--- src/rtl/dmem_port_arbiter.sv ---
// dmem_port_arbiter: shares one single-port synchronous dmem between port A (CPU, priority) and port B
// (loader/debug DMA, starvation guard + lock). Define DMEM_ARB_STATS_EN to add saturating statistics counters.
module dmem_port_arbiter #(
  parameter int ADDR_W       = 12,
  parameter int DATA_W       = 32,
  parameter int READ_LATENCY = 1,
  parameter int MAX_WAIT     = 4
) (
  input  logic              clock,
  input  logic              reset,
  input  logic              a_req,
  input  logic              a_wren,
  input  logic [ADDR_W-1:0] a_addr,
  input  logic [DATA_W-1:0] a_wdata,
  output logic              a_gnt,
  output logic              a_rvalid,
  output logic [DATA_W-1:0] a_rdata,
  input  logic              b_req,
  input  logic              b_wren,
  input  logic [ADDR_W-1:0] b_addr,
  input  logic [DATA_W-1:0] b_wdata,
  input  logic              b_lock,
  output logic              b_gnt,
  output logic              b_rvalid,
  output logic [DATA_W-1:0] b_rdata,
  output logic [ADDR_W-1:0] address_dmem,
  output logic [DATA_W-1:0] data,
  output logic              wren,
  input  logic [DATA_W-1:0] q_dmem
`ifdef DMEM_ARB_STATS_EN
  ,
  output logic [15:0]       stat_conflicts,
  output logic [15:0]       stat_forced
`endif
);

  typedef enum logic [1:0] {IDLE, OWN_A, LOCK_B} state_e;

  localparam logic [3:0] MAX_WAIT_C = 4'(MAX_WAIT);

  state_e                  state_q, state_d;
  logic [3:0]              wait_cnt_q, wait_cnt_d;
  logic [READ_LATENCY-1:0] pipe_vld_q, pipe_vld_d;
  logic [READ_LATENCY-1:0] pipe_own_b_q, pipe_own_b_d;
  logic [DATA_W-1:0]       a_rdata_q, a_rdata_d;
  logic [DATA_W-1:0]       b_rdata_q, b_rdata_d;
  logic                    forced;
  logic                    rd_push;

  always_comb begin : arbitrate
    // NOTE: every combinational output gets a default first so no path can infer a latch.
    forced = 1'b0;
    a_gnt  = 1'b0;
    b_gnt  = 1'b0;
    if (state_q == LOCK_B) begin
      b_gnt = b_req;
    end else begin
      forced = b_req && (wait_cnt_q == MAX_WAIT_C);
      b_gnt  = forced || (b_req && !a_req);
      a_gnt  = a_req && !forced;
    end
  end

  always_comb begin : dmem_mux
    address_dmem = '0;
    data         = '0;
    wren         = 1'b0;
    if (a_gnt) begin
      address_dmem = a_addr;
      data         = a_wdata;
      wren         = a_wren;
    end else if (b_gnt) begin
      address_dmem = b_addr;
      data         = b_wdata;
      wren         = b_wren;
    end
  end

  always_comb begin : next_state
    state_d = state_q;
    unique case (state_q)
      LOCK_B: begin
        // In LOCK_B b_req implies b_gnt, so this covers both "unlocked beat" and "request dropped".
        if (!b_req || !b_lock) state_d = IDLE;
      end
      default: begin
        if (b_gnt && b_lock) state_d = LOCK_B;
        else if (a_gnt)      state_d = OWN_A;
        else                 state_d = IDLE;
      end
    endcase

    wait_cnt_d = '0;
    if (b_req && !b_gnt)
      wait_cnt_d = (wait_cnt_q == MAX_WAIT_C) ? wait_cnt_q : wait_cnt_q + 4'd1;
  end

  always_comb begin : read_pipe
    rd_push         = (a_gnt && !a_wren) || (b_gnt && !b_wren);
    pipe_vld_d      = '0;
    pipe_own_b_d    = '0;
    pipe_vld_d[0]   = rd_push;
    pipe_own_b_d[0] = b_gnt;
    for (int i = 1; i < READ_LATENCY; i++) begin
      pipe_vld_d[i]   = pipe_vld_q[i-1];
      pipe_own_b_d[i] = pipe_own_b_q[i-1];
    end

    a_rvalid  = pipe_vld_q[READ_LATENCY-1] && !pipe_own_b_q[READ_LATENCY-1];
    b_rvalid  = pipe_vld_q[READ_LATENCY-1] &&  pipe_own_b_q[READ_LATENCY-1];
    // Read data is forwarded straight from q_dmem in the rvalid cycle and held afterwards.
    a_rdata_d = a_rvalid ? q_dmem : a_rdata_q;
    b_rdata_d = b_rvalid ? q_dmem : b_rdata_q;
    a_rdata   = a_rdata_d;
    b_rdata   = b_rdata_d;
  end

  // NOTE: sequential state uses non-blocking assignments so every flop samples pre-edge values.
  always_ff @(posedge clock or negedge reset) begin
    if (!reset) begin
      state_q      <= IDLE;
      wait_cnt_q   <= '0;
      // NOTE: the read pipe is reset, not left as uninitialised storage: stale entries would fire rvalid.
      pipe_vld_q   <= '0;
      pipe_own_b_q <= '0;
      a_rdata_q    <= '0;
      b_rdata_q    <= '0;
    end else begin
      state_q      <= state_d;
      wait_cnt_q   <= wait_cnt_d;
      pipe_vld_q   <= pipe_vld_d;
      pipe_own_b_q <= pipe_own_b_d;
      a_rdata_q    <= a_rdata_d;
      b_rdata_q    <= b_rdata_d;
    end
  end

`ifdef DMEM_ARB_STATS_EN
  logic [15:0] stat_conflicts_q, stat_conflicts_d;
  logic [15:0] stat_forced_q, stat_forced_d;

  always_comb begin : stats_next
    stat_conflicts_d = stat_conflicts_q;
    stat_forced_d    = stat_forced_q;
    if (a_req && b_req && !(&stat_conflicts_q)) stat_conflicts_d = stat_conflicts_q + 16'd1;
    if (forced && !(&stat_forced_q))            stat_forced_d    = stat_forced_q + 16'd1;
  end

  always_ff @(posedge clock or negedge reset) begin
    if (!reset) begin
      stat_conflicts_q <= '0;
      stat_forced_q    <= '0;
    end else begin
      stat_conflicts_q <= stat_conflicts_d;
      stat_forced_q    <= stat_forced_d;
    end
  end

  assign stat_conflicts = stat_conflicts_q;
  assign stat_forced    = stat_forced_q;
`endif

endmodule

--- config.mk ---
export PLATFORM = sky130hd
export DESIGN_NAME = dmem_port_arbiter
export DESIGN_NICKNAME = d
export VERILOG_FILES = /design/src/rtl/dmem_port_arbiter.sv
export SDC_FILE = /design/constraint.sdc
export NUM_CORES = 1
export LEC_CHECK = 0
export CORE_MARGIN = 5
export CORE_UTILIZATION = 31
export DETAILED_ROUTE_END_ITERATION = 12
export PLACE_DENSITY_LB_ADDON = 0.3
export SLEW_MARGIN = 25
export SYNTH_ARGS = -nofsm -noshare
export SYNTH_HDL_FRONTEND = slang
export SYNTH_SLANG_ARGS = --single-unit
export TNS_END_PERCENT = 5
--- constraint.sdc ---
create_clock -name clock -period 1.75 [get_ports clock]
set_clock_uncertainty 0.1 [all_clocks]
set_input_delay 0.4375 -clock clock [delete_from_list [all_inputs] [get_ports clock]]
set_output_delay 0.4375 -clock clock [all_outputs]
set_load 0.02 [all_outputs]
# Word level (Yosys, flattened, before mapping)
# Index checks and enable logic that the tools add are counted.
[classes]
n_mux = 16
addsub = 1
n_eq_ne = 4
n_reduce_logical = 20
[ops]
columns = ["op", "count"]
rows = [
  ["32-bit 2-to-1 mux", 4],
  ["12-bit 2-to-1 mux", 2],
  ["1-bit logical AND", 9],
  ["1-bit zero test", 8],
  ["4-bit 2-to-1 mux", 2],
  ["2-bit 2-to-1 mux", 3],
  ["1-bit 2-to-1 mux", 5],
  ["4-bit by 1-bit adder with 4-bit output (second input constant)", 1],
  ["4-bit by 3-bit == test with 1-bit output (second input constant)", 1],
  ["1-bit logical OR", 3],
  ["2-bit == test (second input constant)", 1],
  ["2-bit by 1-bit != test with 1-bit output (second input constant)", 1],
  ["2-bit != test (second input constant)", 1],
]
[totals]
ff_bits = 72
elab_cells = 47

# Depth between registers and ports, before layout
[depth]
depth_word = 8
mapped_depth = 7
mapped_depth_nobuf = 6

# Least setup slack after synthesis
# Ideal clock, no wire load.
[synth_timing]
path_kind = "register -> output"
start = "register wait_cnt_q[0]"
end = "output address_dmem[0]"
path_slack_ps = -243
arrival_ps = 1456
stages_incl_launch_ff = 8
cell_sequence = "dfrtp_1 > inv_1 > ha_1 > nand4b_1 > nand3_1 > inv_2 > buf_2 > a22o_1"
[synth_between]
elab_chain_len = 6
word_cells_on_any_way = 9
[synth_lines]
columns = ["element", "line_no", "text"]
rows = [
  ["from (decl)", "42", "logic [3:0] wait_cnt_q, wait_cnt_d;"],
  ["from (signal assigned)", "130", "wait_cnt_q <= wait_cnt_d;"],
  ["4-bit by 3-bit == test with 1-bit output", "58", "forced = b_req && (wait_cnt_q == MAX_WAIT_C);"],
  ["1-bit logical AND", "58", ""],
  ["1-bit zero test", "60", "a_gnt = a_req && !forced;"],
  ["1-bit logical AND", "60", ""],
  ["1-bit 2-to-1 mux", "55", "if (state_q == LOCK_B) begin"],
  ["net a_gnt", "15", "output logic a_gnt,"],
  ["12-bit 2-to-1 mux", "68", "if (a_gnt) begin"],
  ["to (decl)", "26", "output logic [ADDR_W-1:0] address_dmem,"],
]
# The timed path passes the listed nets, and every way through them passes these cells.

# Worst setup path after layout
[layout_timing]
start = "register wait_cnt_q[1]"
end = "output data[30]"
[layout_between]
elab_chain_len = 6
word_cells_on_any_way = 9
[layout_lines]
columns = ["element", "line_no", "text"]
rows = [
  ["4-bit by 3-bit == test with 1-bit output *", "58", ""],
  ["1-bit logical AND *", "58", ""],
  ["1-bit logical OR / 1-bit zero test (equally long branches)", "59, 60", ""],
  ["1-bit 2-to-1 mux / 1-bit logical AND (equally long branches)", "55, 60", ""],
  ["32-bit 2-to-1 mux / 1-bit 2-to-1 mux (equally long branches)", "72, 55", ""],
  ["32-bit 2-to-1 mux *", "68", ""],
  ["to (decl)", "27", "output logic [DATA_W-1:0] data,"],
]
# Mark *: on every way between the ends. The rest lies on a longest branch, timed or not.

==> qor.txt <==
GLOBAL ROUTING
--------------------------------------------------------------------------------------
Pin count of the biggest net entering global routing                                73
Vias in the first global route                                                    3407
Wire length of the first global-routing pass                                  18600 um
GRT Residual Overflow                                                                0
GRT Util Overall                                                                 0.189
Antenna violations before repair                                                     0

CRITICAL PATH
--------------------------------------------------------------------------------------
Worst Setup End Kind                                                      primary output
Critical path launch point type                                                   flop
Req. time, crit path                                                           1.21 ns
Worst-case register-to-register setup slack                                    0.18 ns
Crit Path Max Fanout                                                                14
Arr. time, crit path                                                           1.86 ns
Endpoint of the worst-slack reg-to-reg timing path                        state_q[1]$_DFFE_PN0P_
Category of the critical setup timing path                                  reg -> out
Reg2Reg Launch Point                                                      wait_cnt_q[1]$_DFFE_PN0P_
Number of cells traversed by the worst register-to-register path                     7

FINAL LAYOUT
--------------------------------------------------------------------------------------
Post-layout net count                                                              614
Commonest cells after routing, fill and taps aside                        sky130_fd_sc_hd__clkdlybuf4s50_1 (125), sky130_fd_sc_hd__buf_6 (84), sky130_fd_sc_hd__dfrtp_1 (71)
Antenna diode count                                                                  0
Storage element area                                                         1800 um^2
Ratio of cells with drive above 1 in the final layout                            0.551
Multi-input gate area in the final layout                                    1870 um^2
Synthesis-to-finish area growth                                                   116%
Count of filler cells inserted in the layout                                       737
Most common library cell in the layout ignoring fill and taps             sky130_fd_sc_hd__clkdlybuf4s50_1

PLACEMENT
--------------------------------------------------------------------------------------
Weighted congestion reported at the end of routability-driven placement          0.840
Detailed placer's ending HPWL                                                  8850 um
Port-buffer cells                                                                  239

ROUTING
--------------------------------------------------------------------------------------
WL met1                                                                        4450 um
Violation count after the first detailed-routing iteration                          67
Average via count per standard cell                                               4.81
Sum of met2 wire segment lengths after detailed routing                        6480 um
Routed wire length per instance                                                19.5 um
Highest routed metal layer                                                        met4
Via count of the routed design                                                    3014
Met3 routed WL                                                                  902 um
Total routed wirelength                                                       12200 um
Post-detailed-route DRC marker count                                                 0
Number of routed nets with antenna violations                                        0
Initial DRT Pass Iterations                                                          4

STA
--------------------------------------------------------------------------------------
Shortest period the worst path allows                                          2.40 ns
Actual transition at the worst max-transition pin                             0.380 ns
Normalized max-slew margin                                                       0.747
Number of failing setup endpoints in the final timing report                       113
Post-route setup TNS                                                         -52.16 ns
Maximum clock rate                                                           0.417 GHz
Final number of max-transition violations                                            0
Worst-case setup margin in the final layout                                  -0.648 ns
Hold Fails Final Rpt                                                                 0
Period Utilization, post-route                                                    1.37
RSZ-0062 raised after global routing                                              true

DIE
--------------------------------------------------------------------------------------
Number of placement rows                                                            37
Area enclosed by the die boundary                                           12400 um^2
Std-Cell Core Area                                                          10200 um^2
Die width                                                                       111 um
Die H                                                                           111 um
Number of primary I/O pins                                                         240
Initial Util                                                                     0.312

CLOCK NETWORK
--------------------------------------------------------------------------------------
Clock-pin transition on the worst setup and hold timing paths                  0.08 ns
Deepest clock path buffer count                                                      2
Total clock buffers created by CTS                                                   9
Clock tree root driver cell                                               sky130_fd_sc_hd__clkbuf_8
Hold-fix buffers, CTS                                                                0
CTS tree                                                                         built
CTS H-Tree Depth                                                                     3
Number of sinks handled by clock tree synthesis                                     72
Insertion delay to the later sink of the worst-skew pair                       0.33 ns

HOLD PATH
--------------------------------------------------------------------------------------
Class of the most critical hold timing path                                in -> async

POWER AND IR DROP
--------------------------------------------------------------------------------------
Static leakage power                                                           3.33 nW
Total power divided by cell area                                           938 nW/um^2
Final total power                                                              6.45 mW
IR Drop Worst-Case VDD                                                        0.482 mV

LOGIC SYNTHESIS
--------------------------------------------------------------------------------------
Number of enable flip-flop cells after synthesis                                     0
Net Count, Synth                                                                   352
Mean Syn Cell Area                                                           14.3 um^2
Multiplexer share of the synthesized area                                        0.227
Number of instances in the synthesized netlist                                     223
Proportion of synthesized chip area in sequential cells                          0.566
Fraction of synthesized cell area in xor and xnor cells                        0.00551
Count of state elements after synthesis                                             72
Share of async-settable or async-resettable flops after synthesis                 1.00
Synthesized-area fraction occupied by adder cells                              0.00786
Number of distinct library cells after synthesis                                    20
Combinational family with the most area after synthesis                   multiplexers
Yosys warning total                                                                  0
Area fraction in compound gates after synthesis                                  0.129
Synth Flop Type                                                           sky130_fd_sc_hd__dfrtp_1
Post-synthesis share of cell area spent on and, or, nand and nor gates          0.0252
Cell area after synthesis                                                    3180 um^2

OUTCOME
--------------------------------------------------------------------------------------
Outcome                                                                   finished, violations left
Violated checks                                                           negative setup slack

FLOW RUN
--------------------------------------------------------------------------------------
Max capacitance violation total                                                      0

==> power by group <==
part           switching (mW)  internal, mW  leakage [nW]
sequential              0.103          2.01         0.850
clock                   0.628         0.663        0.0929
combinational            1.32          1.73          2.39
total                    2.05          4.40          3.33
==> worst max-delay path, cell delays in order, from the launching register on <==
cell,delay (ns)
sky130_fd_sc_hd__dfrtp_1,0.39
sky130_fd_sc_hd__inv_2,0.08
sky130_fd_sc_hd__ha_4,0.13
sky130_fd_sc_hd__nand3b_1,0.14
sky130_fd_sc_hd__a31oi_4,0.22
sky130_fd_sc_hd__buf_4,0.16
sky130_fd_sc_hd__buf_12,0.15
sky130_fd_sc_hd__a22o_4,0.12
sky130_fd_sc_hd__buf_4,0.14
==> cell type report <==
| cell class | instances | share of cell area |
|---|---|---|
| Timing Repair Buffer | 267 | 0.408 |
| Sequential cell | 72 | 0.262 |
| Clock inverter | 6 | 0.00982 |
| Inverter | 7 | 0.00418 |
| Multi-Input combinational cell | 128 | 0.272 |
| Tap cell | 136 | 0.0247 |
| Clock buffer | 10 | 0.0185 |
==> logic make-up after synthesis <==
logic type,after synthesis
adder cells (fa/ha/maj),2
flip-flops,72
AND/OR/NAND/NOR,13
multiplexers,64
AO/OA/AOI/OAI,47
buffers and inverters,23
XOR/XNOR,2
==> repair_timing <==
action | in CTS | in global routing
cloned | 4 | 2
setup endpoints to repair | 113 | 113
resized for setup | 626 | 101
setup buffers | 4 | 2
pin swaps | 2 | 4
==> registers in the layout, summed over array words and instances, names as in the netlist <==
name,count
a_rdata_q,32
b_rdata_q,32
pipe_own_b_q,1
pipe_vld_q,1
state_q,2
wait_cnt_q,4
==> Yosys cell counts, types with 2 or more instances <==
cell / instances / area share
sky130_fd_sc_hd__mux2_2: 64 / 0.23
sky130_fd_sc_hd__nand2b_1: 2 / 0.0039
sky130_fd_sc_hd__inv_1: 6 / 0.0071
sky130_fd_sc_hd__a22o_1: 45 / 0.12
sky130_fd_sc_hd__dfrtp_1: 72 / 0.57
sky130_fd_sc_hd__buf_6: 3 / 0.011
sky130_fd_sc_hd__ha_1: 2 / 0.0079
sky130_fd_sc_hd__and3_1: 5 / 0.0098
sky130_fd_sc_hd__buf_2: 12 / 0.019
sky130_fd_sc_hd__nand3_1: 2 / 0.0031
==> stage by stage <==
stage | std cells | setup slack, ns | util | instance area (um^2) | hold WS [ns]
2_1_floorplan | 223 | -0.129 | - | 3580 | 0.0419
3_3_place_gp | 600 | -1.09 | 0.611 | 6220 | 0.378
3_5_place_dp | 600 | -1.09 | 0.611 | 6220 | 0.381
4_1_cts | 624 | -0.707 | 0.640 | 6520 | 0.0241
5_1_grt | 626 | -0.767 | 0.676 | 6880 | 0.0562
6_report | 626 | -0.648 | 0.676 | 6880 | 0.0103
==> how the worst max path moves through the flow <==
stage / endpoint / startpoint / cells after the start / slack [ns]
3_5_place_dp: data[30] / b_req / 6 / -1.09
6_report: data[30] / wait_cnt_q[1]$_DFFE_PN0P_ / 8 / -0.65
3_3_place_gp: data[30] / b_req / 6 / -1.09
5_1_grt: data[30] / wait_cnt_q[0]$_DFFE_PN0P_ / 8 / -0.77
4_1_cts: data[30] / wait_cnt_q[0]$_DFFE_PN0P_ / 8 / -0.71
2_1_floorplan: address_dmem[10] / wait_cnt_q[0]$_DFFE_PN0P_ / 7 / -0.13
==> layer usage <==
| metal | vias up | GRT usage |
|---|---|---|
| li1 | 1353 | - |
| met1 | 1469 | 0.206 |
| met2 | 166 | 0.341 |
| met3 | 26 | 0.0546 |
| met4 | 0 | 0.0827 |
| met5 | - | 0 |
No activity file was read; power rests on OpenSTA's default activity.
